$ cat src/rtl/sweep_pkg.sv
// Shared definitions for the gate truth-table sweep driver.
//   - sweep_state_e : FSM state encoding (IDLE, DRIVE, SAMPLE, DONE)
//   - MintermW      : width of the minterm index
//   - GOLDEN_F5     : golden truth table of f = ~a & b, indexed by minterm {a,b}
package sweep_pkg;

  localparam int unsigned MintermW    = 2;
  localparam int unsigned NumMinterms = 4;
  localparam int unsigned SettleW     = 4;

  // Bit m holds f(a,b) for m = {a,b}; only minterm 1 (a=0,b=1) is true.
  localparam logic [NumMinterms-1:0] GOLDEN_F5 = 4'b0010;

  typedef enum logic [1:0] {
    StIdle,
    StDrive,
    StSample,
    StDone
  } sweep_state_e;

endpackage

$ cat src/rtl/sweep_settle_timer.sv
// Settle countdown for the sweep driver.
// Ports:
//   clk_i      : clock
//   rst_ni     : asynchronous active-low reset
//   load_i     : load load_val_i into the counter (takes priority)
//   load_val_i : cycles-to-hold minus one
//   en_i       : count down while high
//   expire_o   : high in the last enabled cycle of the countdown
module sweep_settle_timer
  import sweep_pkg::*;
#(
  parameter int unsigned Width = SettleW
) (
  input  logic             clk_i,
  input  logic             rst_ni,
  input  logic             load_i,
  input  logic [Width-1:0] load_val_i,
  input  logic             en_i,
  output logic             expire_o
);

  logic [Width-1:0] cnt_q, cnt_d;

  always_comb begin
    cnt_d = cnt_q;
    if (load_i) begin
      cnt_d = load_val_i;
    end else if (en_i && (cnt_q != '0)) begin
      cnt_d = cnt_q - 1'b1;
    end
  end

  // A load value of 0 expires in the first enabled cycle, giving one cycle of hold.
  assign expire_o = en_i && !load_i && (cnt_q == '0);

  always_ff @(posedge clk_i or negedge rst_ni) begin
    if (!rst_ni) begin
      cnt_q <= '0;
    end else begin
      cnt_q <= cnt_d;
    end
  end

endmodule

$ cat src/rtl/gate_sweep_driver.sv
// Truth-table sweep driver comparing two implementations of a 2-input gate.
// Walks minterms 0..3 on {x,y}, holds each for SETTLE_CYCLES, then samples
// sa/sb and records failing minterms.
// Ports:
//   clk, rst_n : clock, asynchronous active-low reset
//   start      : request one sweep (accepted in IDLE only)
//   sa, sb     : outputs of the structural / expression implementations
//   x, y       : driven gate inputs ({x,y} = minterm)
//   minterm    : index of the combination currently driven
//   busy       : sweep in progress (drops when done pulses)
//   done       : one-cycle pulse at end of sweep
//   err_mask   : bit m set if minterm m failed
//   err_cnt    : number of failed minterms
//   pass       : last completed sweep had no failures
// Configuration macro: SWEEP_GOLDEN_EN -- when defined, both sa and sb are
// also checked against GOLDEN_F5; otherwise only sa != sb counts as a failure.
module gate_sweep_driver
  import sweep_pkg::*;
#(
  parameter int unsigned SETTLE_CYCLES = 1
) (
  input  logic                clk,
  input  logic                rst_n,
  input  logic                start,
  input  logic                sa,
  input  logic                sb,
  output logic                x,
  output logic                y,
  output logic [MintermW-1:0] minterm,
  output logic                busy,
  output logic                done,
  output logic [3:0]          err_mask,
  output logic [2:0]          err_cnt,
  output logic                pass
);

  sweep_state_e        state_q;
  logic [MintermW-1:0] m_q;
  logic [3:0]          err_mask_q;
  logic [2:0]          err_cnt_q;
  logic                pass_q;
  logic                busy_q;
  logic                done_q;

  logic accept;
  logic next_minterm;
  logic settle_load;
  logic settle_expire;
  logic fail;

  assign accept       = (state_q == StIdle) && start;
  assign next_minterm = (state_q == StSample) && (m_q != 2'd3);
  assign settle_load  = accept || next_minterm;

  sweep_settle_timer #(
    .Width (SettleW)
  ) u_settle (
    .clk_i      (clk),
    .rst_ni     (rst_n),
    .load_i     (settle_load),
    .load_val_i (SettleW'(SETTLE_CYCLES - 1)),
    .en_i       (state_q == StDrive),
    .expire_o   (settle_expire)
  );

`ifdef SWEEP_GOLDEN_EN
  logic golden;
  assign golden = GOLDEN_F5[m_q];
  assign fail   = (sa != golden) || (sb != golden);
`else
  assign fail = (sa != sb);
`endif

  always_ff @(posedge clk or negedge rst_n) begin
    if (!rst_n) begin
      state_q    <= StIdle;
      m_q        <= '0;
      err_mask_q <= '0;
      err_cnt_q  <= '0;
      pass_q     <= 1'b0;
      busy_q     <= 1'b0;
      done_q     <= 1'b0;
    end else begin
      done_q <= 1'b0;
      unique case (state_q)
        StIdle: begin
          if (start) begin
            state_q    <= StDrive;
            m_q        <= '0;
            err_mask_q <= '0;
            err_cnt_q  <= '0;
            pass_q     <= 1'b0;
            busy_q     <= 1'b1;
          end
        end
        StDrive: begin
          if (settle_expire) begin
            state_q <= StSample;
          end
        end
        StSample: begin
          if (fail) begin
            err_mask_q[m_q] <= 1'b1;
            err_cnt_q       <= err_cnt_q + 3'd1;
          end
          if (m_q == 2'd3) begin
            // Final minterm: pass must include this sample's result.
            state_q <= StDone;
            done_q  <= 1'b1;
            busy_q  <= 1'b0;
            pass_q  <= (err_cnt_q == 3'd0) && !fail;
          end else begin
            m_q     <= m_q + 2'd1;
            state_q <= StDrive;
          end
        end
        StDone: begin
          state_q <= StIdle;
        end
        default: begin
          state_q <= StIdle;
        end
      endcase
    end
  end

  assign x        = m_q[1];
  assign y        = m_q[0];
  assign minterm  = m_q;
  assign busy     = busy_q;
  assign done     = done_q;
  assign err_mask = err_mask_q;
  assign err_cnt  = err_cnt_q;
  assign pass     = pass_q;

endmodule

$ cat config.mk
export PLATFORM = sky130hd
export DESIGN_NAME = gate_sweep_driver
export DESIGN_NICKNAME = d
export VERILOG_FILES = /design/src/rtl/sweep_pkg.sv /design/src/rtl/sweep_settle_timer.sv /design/src/rtl/gate_sweep_driver.sv
export SDC_FILE = /design/constraint.sdc
export NUM_CORES = 1
export LEC_CHECK = 0
export CAP_MARGIN = 20
export CORE_MARGIN = 2
export CORE_UTILIZATION = 64
export CTS_CLUSTER_SIZE = 25
export DETAILED_ROUTE_END_ITERATION = 10
export DONT_BUFFER_PORTS = 1
export GPL_TIMING_DRIVEN = 0
export PLACE_DENSITY = 0.8
export SYNTH_ARGS = -nofsm -noshare
export SYNTH_HDL_FRONTEND = slang
export SYNTH_SLANG_ARGS = --single-unit
$ cat constraint.sdc
create_clock -name clk -period 2.2 [get_ports clk]
set_input_delay 0.22 -clock clk [delete_from_list [all_inputs] [get_ports clk]]
set_output_delay 0.22 -clock clk [all_outputs]
set_load 0.03 [all_outputs]
==> flow_summary.ini, run 1 <==
[timing]
setup_viol = 0
relSlewSlack = 0.441
fin_skew_ns = 0.00638
fin_crit_ns = 1.69
fin_ws_ns = 0.513
fin_crit_sh = 0.767
slew_viol_final = 0
holdWs_ns = 0.0948
max_freq_mhz = 593
setup-tns-final_ns = 0
hold_viol = 0
tightest_slew_ns = 0.835
rsz0062_at_grt = no

[cts]
cts_made_buffers = 3
cts_root_buffer = clkbuf_4
clkTransAtPathRegs_ns = 0.11
htree_levels = 1
insertion_delay_ns = 0.30
cts.sink_count = 18
cts_resized = 0
cts_tree = yes
cts_buffer_depth = 2

[logic_synthesis]
synth_seq_area_share = 0.465
synth_edf_count = 0
synthArstFlopShare = 1.00
netlist_area_um2 = 968
ys_warn_count = 0
ys_seq_elements = 18
synth_top_cell_area_share = 0.465
synth.avg_cell_area_um2 = 11.0
yosysMostFrequentCell = dfrtp_1
synth_common_cells = 18 x dfrtp_1, 9 x inv_1, 8 x ha_1
ys_top_cells_by_area = dfrtp_1 47%, ha_1 10%, a22o_1 6.3%, inv_1 3.5%, a21oi_1 2.6%
synth_fp_nets = 101
synth_cells = 88
synth_ff_type = dfrtp_1
yosysTopAreaCell = dfrtp_1
synth.distinct_cells = 30

[worst_setup_path]
r2r_slack_ns = 0.51
worstPathArrival_ns = 1.88
criticalPathCategory = register to register
rr_endpoint = pass
cp-end-kind = register
critical_path.startpoint = minterm[1]
ff2ff_path_depth = 4
cp-start-kind = register
endpoint = pass
r2r_start = minterm[1]
crit_fanout = 7
crit_required_ns = 2.40

[die]
die_y_um = 42.9
fp.dieArea_um2 = 1840
start_util = 0.666
coreArea_um2 = 1450
io_pins = 19
die_x_um = 42.9
rows = 14

[pwr]
power_mw = 1.32
peakVddDrop_mv = 0.734
power.share.combinational = 0.381
seq_power_share = 0.461
p_sw_uw = 563
internal_power_uw = 754
clockPowerShare = 0.158
leakagePower_nw = 0.495
powerDensity_nw_per_um2 = 1270
sw_frac_of_total = 0.427

[layout]
drive_gt1_frac = 0.140
nets = 107
num_antenna_cells = 0
stdcell_area_um2 = 1030
num-fill-cells = 105
syn2layout_area_growth_pct = 6.85

[placement]
dp.final_hpwl_mm = 1.17
io_buffers = 0
gp_congestion = 0.758
placed_cell_area_um2 = 988
pre_cts_ws_ns = 0.524

[global_routing]
grt_use_total = 0.195
antenna_found_initial = 0
first_global_vias = 649
grt_max_degree = 19
grt_pass1_wl_mm = 2.73
overflow = 0

[routing]
drc_errors = 0
vias = 641
first_pass_iters = 4
via_per_inst = 5.88
drt_wl_total_mm = 1.59
drt-initial-drc-count = 3
routedWlPerCell_um = 14.6
antenna_left = 0

[hold_path]
hp-class = primary input to register

[run]
maxCapViolations = 0

[status]
status = finished clean
## state kept, by name, indices dropped and copies added (netlist names)
register / flops
u_settle.cnt_q: 4
state_q: 2
err_mask: 4
busy: 1
err_cnt: 3
done: 1
minterm: 2
pass: 1
## worst min path at each step
stage / start / endpoint / slack [ns] / cells after the start
after floorplan: rst_n / busy / -0.08 / 0
after global placement: rst_n / pass / -0.08 / 0
after detailed placement: rst_n / pass / -0.08 / 0
after CTS: start / state_q[0] / 0.09 / 2
after global routing: start / state_q[0] / 0.11 / 2
final: start / state_q[0] / 0.09 / 2
## layout make-up
cell class | instances | area [um2] | area share
sequential | 18 | 450 | 0.435
multi-input combinational | 57 | 450 | 0.435
clock buffer | 4 | 36.3 | 0.0351
buffer | 4 | 33.8 | 0.0326
inverter | 9 | 33.8 | 0.0326
tap | 16 | 20.0 | 0.0193
timing repair buffer | 1 | 10.0 | 0.00967
## what timing repair did
action / CTS / global route
setup buffers: 0 / 0
hold buffers: 1 / 0
hold endpoints to repair: 18 / 0
## worst max-delay path, cell delays in order, from the launching register on
cell,delay [ns]
dfrtp_1,0.65
ha_1,0.35
nand3b_1,0.19
nand2_2,0.10
mux2_1,0.31
## routing by layer
| metal | up-vias | track usage | share of wire |
|---|---|---|---|
| li1 | 316 | - | - |
| met1 | 309 | 0.251 | 0.46 |
| met2 | 14 | 0.324 | 0.49 |
| met3 | 2 | 0.0298 | 0.031 |
| met4 | 0 | 0.0813 | 0.017 |
| met5 | - | 0 | 0 |
## cells in the final DEF, fill, tap and decap left out, types with 2 or more instances in the layout
cell and instances:
inv_1 9, ha_1 8, nor3b_1 2, o31ai_1 2
a21oi_1 5, or3_1 2, o21ai_0 4, nand3b_1 2
nand2_1 4, mux2i_1 2, dfrtp_1 18, buf_4 3
clkbuf_4 3, a22o_1 7, nand2b_1 2, nor2_1 2
or2b_1 2
## per-stage QoR
step / instances / util
final: 109 / 0.712
after global routing: 109 / 0.712
after CTS: 109 / 0.712
after detailed placement: 104 / 0.680
after global placement: 104 / 0.680
after floorplan: 88 / -
## logic make-up after synthesis
kind of cell    count (synthesis)  share of synthesized area
compound gates                 21                      0.150
buf+inv                        13                     0.0698
xor+xnor                        1                    0.00905
mux                             4                     0.0439
fa+ha+maj                       8                      0.103
flops                          18                      0.465
simple gates                   23                      0.159
## power groups by stage
| stage | Combinational (mW) | Clock [mW] | Sequential [mW] |
|---|---|---|---|
| 4_1_cts | 0.504 | 0.207 | 0.609 |
| 2_1_floorplan | 0.417 | 0 | 0.588 |
| 6_report | 0.502 | 0.208 | 0.608 |
| 3_5_place_dp | 0.493 | 0 | 0.616 |
| 3_3_place_gp | 0.473 | 0 | 0.608 |
| 5_1_grt | 0.574 | 0.217 | 0.623 |
No activity file was read; power rests on OpenSTA's default activity.
==> inputs of run 2 (changes only) <==
CORE_UTILIZATION = 60   (was 64)
PLACE_DENSITY = 0.76   (was 0.8)
clock period = 1.7 ns   (was 2.2 ns; I/O delays follow)
==> flow_summary.ini, run 2 (synthesis results as in run 1) <==
[layout]
num-fill-cells = 125
syn2layout_area_growth_pct = 7.11
regArea_um2 = 453
final_cell_mix = 16 x dfrtp_1, 9 x inv_1, 8 x ha_1
num_antenna_cells = 0
nets = 107
multi_input_area_um2 = 450
final_common_cell = dfrtp_1
stdcell_count = 109
stdcell_area_um2 = 1040
finalCoreUtilization = 0.689
drive_gt1_frac = 0.161

[cts]
cts_root_buffer = clkbuf_4
cts_buffer_depth = 2
htree_levels = 1
cts.sink_count = 18
cts_tree = yes
insertion_delay_ns = 0.29
cts_made_buffers = 3
clkTransAtPathRegs_ns = 0.11

[hold_path]
hp-class = primary input to register

[die]
fp.dieArea_um2 = 1950
die_x_um = 44.2
coreArea_um2 = 1510
die_y_um = 44.2
start_util = 0.643
io_pins = 19
rows = 14

[placement]
dp_cells = 104
gp_congestion = 0.823
placed_cell_area_um2 = 988
pre_cts_ws_ns = -0.0243
dp.final_hpwl_mm = 1.23
io_buffers = 0

[timing]
relSlewSlack = 0.467
max_freq_mhz = 627
fin_ws_ns = 0.105
rsz0062_at_grt = no
tightest_slew_ns = 0.796
fin_crit_sh = 0.938
hold_viol = 0
fin_crit_ns = 1.59
setup_viol = 0
holdWs_ns = 0.0697
setup-tns-final_ns = 0
fin_skew_ns = 0.00548
slew_viol_final = 0

[pwr]
clockPowerShare = 0.154
powerDensity_nw_per_um2 = 1640
power.share.combinational = 0.381
power_mw = 1.70
leakagePower_nw = 0.492
p_sw_uw = 723
internal_power_uw = 979
peakVddDrop_mv = 0.902
seq_power_share = 0.465
sw_frac_of_total = 0.425

[worst_setup_path]
crit_required_ns = 1.86
cp-start-kind = register
criticalPathCategory = register to register
cp-end-kind = register
worstPathArrival_ns = 1.75
crit_fanout = 6
cp_cell_sequence = ha_1 > or2b_1 > a21oi_1 > a311oi_1
slowest_delay_ns = 0.52
cpMaxStageDelayCell = dfrtp_2

[global_routing]
grt_use_met1 = 0.259
antenna_found_initial = 0
first_global_vias = 688
use_met2 = 0.344
use_met3 = 0.0490
grt_use_total = 0.207
top_usage_layer = met2
grt_max_degree = 19
overflow = 0
grt_pass1_wl_mm = 2.97

[routing]
vias = 659
routedWlPerCell_um = 15.4
drt_wl_total_mm = 1.68
drc_errors = 0
first_pass_iters = 3
antenna_left = 0
via_per_inst = 6.05
drt-initial-drc-count = 9

[status]
status = finished clean

[run]
maxCapViolations = 0
[run 2: changes by cell type in the layout (fill, tap and decap cells not counted)]
cell     before  now
dfrtp_2       0    2
dfrtp_1      18   16
[run 2: final timing paths]
kind / end / cells after the start / from / slack (ns)
min: state_q[0] / 2 / start / 0.07
max in group asynchronous: minterm[0] / 1 / rst_n / 0.76
max reg2reg: u_settle.cnt_q[3] / 4 / minterm[0] / 0.11
min in group asynchronous: err_mask[3] / 1 / rst_n / 0.40
max: u_settle.cnt_q[3] / 4 / minterm[0] / 0.11
min reg2reg: state_q[1] / 1 / u_settle.cnt_q[2] / 0.55
[run 2: critical path, delay by kind of cell, from the launching register on]
kind,cells,cell delay (ns)
adders and majority gates,1,0.31
AOI/OAI and AO/OA,2,0.40
DFF,1,0.52
and+or+nand+nor,1,0.24
[run 2: area by class of cell]
class / count / area share
Multi-Input combinational cell: 57 / 0.434
Clock buffer: 4 / 0.0350
Inverter: 9 / 0.0326
Sequential cell: 18 / 0.437
Buffer: 4 / 0.0326
Tap cell: 16 / 0.0193
Timing Repair Buffer: 1 / 0.00965
[run 2: routing by layer]
| layer | vias to the layer above | share of wire |
|---|---|---|
| li1 | 314 | - |
| met1 | 329 | 0.45 |
| met2 | 14 | 0.50 |
| met3 | 2 | 0.043 |
| met4 | 0 | 0.0059 |
| met5 | - | 0 |
[run 2: timing repair]
| item | CTS | global route |
|---|---|---|
| gates resized for setup | 2 | 0 |
| setup endpoints to repair | 1 | 0 |
| buffers inserted | 0 | 0 |
| endpoints found under the hold margin | 18 | 0 |
| hold buffers | 1 | 0 |
[run 2: power by group through the flow]
stage / clock network, mW / registers, mW / logic [mW]
finish: 0.261 / 0.792 / 0.649
global route: 0.285 / 0.814 / 0.738
CTS: 0.266 / 0.791 / 0.650
detailed placement: 0 / 0.798 / 0.635
global placement: 0 / 0.789 / 0.614
floorplan: 0 / 0.761 / 0.540
==> inputs of run 3 (changes only) <==
GPL_ROUTABILITY_DRIVEN = 0   (was default)
==> results of run 3 <==
Same layout as run 2: the final DEF is identical, and so are final timing and power.
